File: config.mk
export PLATFORM = sky130hd
export DESIGN_NAME = regbank_wr_arbiter_flat
export DESIGN_NICKNAME = d
export VERILOG_FILES = /design/src/rtl/regbank_wr_arbiter_if.sv /design/src/rtl/regbank_wr_arbiter.sv /design/src/flat_wrapper.sv
export SDC_FILE = /design/constraint.sdc
export NUM_CORES = 1
export LEC_CHECK = 0
export CAP_MARGIN = 20
export CORE_UTILIZATION = 36
export DETAILED_ROUTE_END_ITERATION = 7
export GPL_ROUTABILITY_DRIVEN = 0
export GPL_TIMING_DRIVEN = 0
export PLACE_DENSITY = 0.8
export SLEW_MARGIN = 5
export SYNTH_ARGS = -nofsm -noshare
export SYNTH_HDL_FRONTEND = slang
export SYNTH_SLANG_ARGS = --single-unit
File: constraint.sdc
create_clock -name clk -period 1.7 [get_ports clk]
set_input_delay 0.34 -clock clk [delete_from_list [all_inputs] [get_ports clk]]
set_output_delay 0.34 -clock clk [all_outputs]
set_load 0.05 [all_outputs]
File: src/rtl/regbank_wr_arbiter_if.sv
// Write-side bundle between the requesters, the arbiter and the 32x32 register bank.
// Latency: none (signal grouping only).
// Backpressure: per-requester valid/ready; the bank side has no backpressure.
interface regbank_wr_arbiter_if #(
    parameter int N_REQ  = 4,
    parameter int DATA_W = 32,
    parameter int ADDR_W = 5
);
    localparam int GID_W = $clog2(N_REQ);

    logic [N_REQ-1:0]        req_valid;
    logic [N_REQ-1:0]        req_ready;
    logic [N_REQ*ADDR_W-1:0] req_addr;
    logic [N_REQ*DATA_W-1:0] req_data;
    logic                    write;
    logic [ADDR_W-1:0]       dr;
    logic [DATA_W-1:0]       wrData;
    logic [GID_W-1:0]        grant_id;

    // Requester / bank side
    modport master (
        output req_valid, req_addr, req_data,
        input  req_ready, write, dr, wrData, grant_id
    );

    // Arbiter side
    modport slave (
        input  req_valid, req_addr, req_data,
        output req_ready, write, dr, wrData, grant_id
    );
endinterface

File: src/rtl/regbank_wr_arbiter.sv
// Round-robin arbiter sharing the register bank write port among N_REQ requesters, plus a bulk zero-clear sweep.
// Latency: accept edge -> registered write strobe for exactly the next cycle; one write per cycle back-to-back.
// Backpressure: ready is granted to at most one valid requester; all ready low while clearing or when init_start is seen.
module regbank_wr_arbiter #(
    parameter int N_REQ  = 4,
    parameter int DATA_W = 32,
    parameter int ADDR_W = 5
) (
    input  logic                 clk,
    input  logic                 rst_n,
    input  logic                 init_start,
    output logic                 init_busy,
    regbank_wr_arbiter_if.slave  bus
);
    localparam int GID_W = $clog2(N_REQ);
    localparam int DEPTH = 2 ** ADDR_W;

    typedef enum logic {S_RUN, S_CLEAR} state_t;

    state_t             r_state;
    state_t             w_state_nxt;
    logic [GID_W-1:0]   r_rr_ptr;
    logic [ADDR_W-1:0]  r_clr_cnt;
    logic               r_write;
    logic [ADDR_W-1:0]  r_dr;
    logic [DATA_W-1:0]  r_wr_data;
    logic [GID_W-1:0]   r_grant_id;

    logic               w_any;
    logic [GID_W-1:0]   w_pick;
    logic [GID_W-1:0]   w_rr_nxt;
    logic [N_REQ-1:0]   w_ready;
    int                 w_idx;

    // State register
    always_ff @(posedge clk or negedge rst_n) begin
        if (!rst_n) r_state <= S_RUN;
        else        r_state <= w_state_nxt;
    end

    // Next state and round-robin pick: search rr_ptr, rr_ptr+1, ... for the first valid requester
    always_comb begin
        w_state_nxt = r_state;
        w_any       = 1'b0;
        w_pick      = '0;
        w_idx       = 0;
        w_ready     = '0;
        case (r_state)
            S_RUN: begin
                if (init_start) begin
                    w_state_nxt = S_CLEAR;
                end else begin
                    for (int k = 0; k < N_REQ; k++) begin
                        w_idx = (int'(r_rr_ptr) + k) % N_REQ;
                        if (!w_any && bus.req_valid[w_idx]) begin
                            w_any  = 1'b1;
                            w_pick = GID_W'(w_idx);
                        end
                    end
                    if (w_any) w_ready[w_pick] = 1'b1;
                end
            end
            S_CLEAR: begin
                if (r_clr_cnt == ADDR_W'(DEPTH - 1)) w_state_nxt = S_RUN;
            end
            default: w_state_nxt = S_RUN;
        endcase
        w_rr_nxt = (w_pick == GID_W'(N_REQ - 1)) ? '0 : w_pick + 1'b1;
    end

    // Write port registers, rotating pointer and clear sweep counter
    always_ff @(posedge clk or negedge rst_n) begin
        if (!rst_n) begin
            r_rr_ptr   <= '0;
            r_clr_cnt  <= '0;
            r_write    <= 1'b0;
            r_dr       <= '0;
            r_wr_data  <= '0;
            r_grant_id <= '0;
        end else if (r_state == S_CLEAR) begin
            r_write    <= 1'b1;
            r_dr       <= r_clr_cnt;
            r_wr_data  <= '0;
            r_grant_id <= '0;
            r_clr_cnt  <= (r_clr_cnt == ADDR_W'(DEPTH - 1)) ? '0 : r_clr_cnt + 1'b1;
        end else begin
            r_write <= w_any;
            if (w_any) begin
                r_dr       <= bus.req_addr[int'(w_pick) * ADDR_W +: ADDR_W];
                r_wr_data  <= bus.req_data[int'(w_pick) * DATA_W +: DATA_W];
                r_grant_id <= w_pick;
                r_rr_ptr   <= w_rr_nxt;
            end
        end
    end

    // Ready is forced low while reset is asserted so no requester sees a grant in reset
    assign bus.req_ready = rst_n ? w_ready : '0;
    assign bus.write     = r_write;
    assign bus.dr        = r_dr;
    assign bus.wrData    = r_wr_data;
    assign bus.grant_id  = r_grant_id;
    assign init_busy     = (r_state == S_CLEAR);
endmodule

File: src/flat_wrapper.sv
// flat-port wrapper written by rule: the top's interface ports become plain ports
module regbank_wr_arbiter_flat 
#(
    parameter int N_REQ  = 4,
    parameter int DATA_W = 32,
    parameter int ADDR_W = 5
)
  (clk, rst_n, init_start, init_busy, bus_req_valid, bus_req_addr, bus_req_data, bus_req_ready, bus_write, bus_dr, bus_wrData, bus_grant_id);
  regbank_wr_arbiter_if #(.N_REQ(N_REQ), .DATA_W(DATA_W), .ADDR_W(ADDR_W)) bus_i ();
  input  logic clk;
  input  logic rst_n;
  input  logic init_start;
  output logic init_busy;
  input wire logic [$bits(bus_i.req_valid)-1:0] bus_req_valid;
  input wire logic [$bits(bus_i.req_addr)-1:0] bus_req_addr;
  input wire logic [$bits(bus_i.req_data)-1:0] bus_req_data;
  output wire logic [$bits(bus_i.req_ready)-1:0] bus_req_ready;
  output wire logic [$bits(bus_i.write)-1:0] bus_write;
  output wire logic [$bits(bus_i.dr)-1:0] bus_dr;
  output wire logic [$bits(bus_i.wrData)-1:0] bus_wrData;
  output wire logic [$bits(bus_i.grant_id)-1:0] bus_grant_id;
  assign bus_i.req_valid = bus_req_valid;
  assign bus_i.req_addr = bus_req_addr;
  assign bus_i.req_data = bus_req_data;
  assign bus_req_ready = bus_i.req_ready;
  assign bus_write = bus_i.write;
  assign bus_dr = bus_i.dr;
  assign bus_wrData = bus_i.wrData;
  assign bus_grant_id = bus_i.grant_id;
  regbank_wr_arbiter #(.N_REQ(N_REQ), .DATA_W(DATA_W), .ADDR_W(ADDR_W)) u_core (.clk(clk), .rst_n(rst_n), .init_start(init_start), .init_busy(init_busy), .bus(bus_i));
endmodule
==> metrics.txt <==
Fill cells 729; Worst-Skew Late Latency 310 ps; hold slack 22.6 ps; RR Startpoint u_core.r_rr_ptr[0]; setup violators final 40; Seq. cell area 1200 um2; pwr dens 1030 nW/um2; vias in the first global route 4466; initial antenna violation count 0; Clock transition at path regs 90 ps; Post-Syn Nets 557; Core Area 9820 um2; register area share after synthesis 32.9%; PnR worst setup slack -387 ps; total global-route track usage 27.3%; I/O pin cnt 200; post-layout util 73.0%; FFs w/ async S/R, synth 100%; final wirelength 14900 um; RSZ-0062 raised after global routing yes; Mean Syn Cell Area 9.14 um2; P_leak 2.98 nW; worst min-delay path class in2async; antenna cells 0; Synth Flop Type dfrtp_1; WS Path Type reg2out; Row Count 36; pre-CTS setup slack -1610 ps; fin crit share 123%; PortBufs 199; DRC viols 0; Final HPWL DP 10300 um; CP endpoint kind primary output; Die Ht 103 um; FF+latch count, synth 48; fin crit period 2090 ps; Syn. warnings 0; Finished Layout Cells 769; endpoints failing hold 0; detailed-routed wire length on met2 7600 um; Die X 103 um; crit path launch type flip-flop; setup_tns -5310 ps; DP Cell Count 733; status complete, but fails checks; r2r endpoint u_core.bus.wrData[26]; gr ovfl total 0; CTS tree done; fmax 479 MHz; Slew Viols, Final 0; root buf cell clkbuf_8; layout cells sized above 1 34.0%; DP Area 5930 um2; Max-slew headroom 60.5%; Initial Util 37.2%; CP Max Fanout 4; Peak VDD IR 0.650 mV; Area growth, synth to finish 96.2%; nets@finish 792; final clock skew 9.97 ps; critical path arrival 1750 ps; DRT iter0 DRCs 131; Worst Path Required 1360 ps; first-pass GRT wire length 21900 um; actual slew at the worst max-slew pin 593 ps; ANT nets after route 0; largest net degree at the start of global routing 27; Inserted Clock Buffers 5; via count 4236; footprint of the multi-input gates 2970 um2; drt pass-1 iters 4; die area 10600 um2; R2R depth 9; routed length per instance 19.4 um; count of cell types in the netlist 39; wl on met1 5860 um; post-route cell area 7170 um2; Max-Cap Viols 0; Total Power 7.40 mW; Clock Sink Count 48; synthesized area 3650 um2; Max clock buf depth 2; Vias/cell 5.51; Highest Signal Layer met4; Post-Synthesis Cells 400; failing checks setup timing; H-tree depth 2; EDFF count, synth 0; metal3 WL 1130 um; R2R Setup Slk -290 ps
report_power, final:
group / internal [mW] / switching (mW)
combinational: 2.38 / 2.57
clock: 0.444 / 0.435
sequential: 1.35 / 0.218
total: 4.18 / 3.22
cells in the final DEF, fill, tap and decap left out, types with 23 or more instances in the layout:
| cell | n |
|---|---|
| a21oi_1 | 49 |
| dlygate4sd2_1 | 42 |
| dfrtp_1 | 45 |
| or3_1 | 34 |
| mux2i_1 | 35 |
| a2bb2oi_2 | 26 |
| clkdlybuf4s50_1 | 148 |
| nor3b_2 | 26 |
| o21ai_4 | 23 |
| buf_4 | 23 |
flip-flops by register name (all words and copies together), names as in the netlist:
| register | count |
|---|---|
| u_core.r_rr_ptr | 2 |
| u_core.r_clr_cnt | 5 |
| u_core.bus.grant_id | 2 |
| u_core.bus.write | 1 |
| u_core.bus.dr | 5 |
| u_core.init_busy | 1 |
| u_core.bus.wrData | 32 |
cell type report:
cell class | count | area share [%]
buffer | 34 | 5.57
clock inverter | 3 | 0.663
sequential | 48 | 16.8
inverter | 4 | 0.209
clock buffer | 5 | 0.960
tap | 133 | 2.32
multi-input combinational | 311 | 41.5
timing repair buffer | 231 | 32.0
Yosys cell counts (3+ instances only):
master / number / share of area (%)
a2bb2oi_2: 16 / 6.6
a21oi_2: 16 / 3.8
inv_1: 4 / 0.41
nor3b_1: 33 / 6.8
or3_1: 34 / 5.8
buf_2: 9 / 1.2
nand2_1: 15 / 1.5
clkbuf_1: 23 / 2.4
mux2_2: 3 / 0.92
nor2b_1: 6 / 1.0
a41oi_1: 5 / 1.2
nand3_1: 4 / 0.55
a22o_1: 5 / 1.2
and3_1: 3 / 0.51
dfrtp_1: 48 / 33
buf_6: 3 / 0.92
a2bb2oi_1: 16 / 3.8
o211ai_1: 4 / 0.82
o21ai_0: 39 / 5.3
a21oi_1: 49 / 6.7
nor2_1: 9 / 0.92
mux2i_1: 37 / 10
repair_timing:
item                       in CTS  in global routing
gates cloned                    3                  1
pin swaps                      15                 14
setup endpoints to repair      92                 42
setup buffers                  24                  8
hold buffers                    0                  0
resized for setup             241                 63
logic make-up after synthesis:
logic type / after synthesis / synth area share [%]
muxes: 40 / 11.1
adders and majority gates: 2 / 0.685
buffers and inverters: 41 / 5.24
and+or+nand+nor: 110 / 18.4
DFF: 48 / 32.9
AOI/OAI and AO/OA: 159 / 31.8
critical path: stages (launching register included):
cell     delay, ps
dfrtp_2        460
nor2b_4         70
a211o_1        310
nand2_2        120
buf_12         120
nor3b_4        180
buf_6          180
worst max path at each step:
| stage | from | to | slack [ps] | depth (start not counted) |
|---|---|---|---|---|
| finish | u_core.r_rr_ptr[0] | bus_req_ready[1] | -390 | 6 |
| global route | u_core.r_rr_ptr[0] | bus_req_ready[1] | -470 | 6 |
| CTS | u_core.r_rr_ptr[1] | bus_req_ready[1] | -370 | 6 |
| detailed placement | bus_req_valid[2] | bus_req_ready[2] | -1610 | 8 |
| global placement | rst_n | bus_req_ready[1] | -2380 | 4 |
| floorplan | u_core.init_busy | bus_req_ready[1] | -190 | 5 |
routing by layer:
layer	up-vias	GRT usage [%]
li1	1989	-
met2	191	51.3
met3	28	4.81
met4	0	8.67
met5	-	0
met1	2028	31.1
No activity file was read; power rests on OpenSTA's default activity.
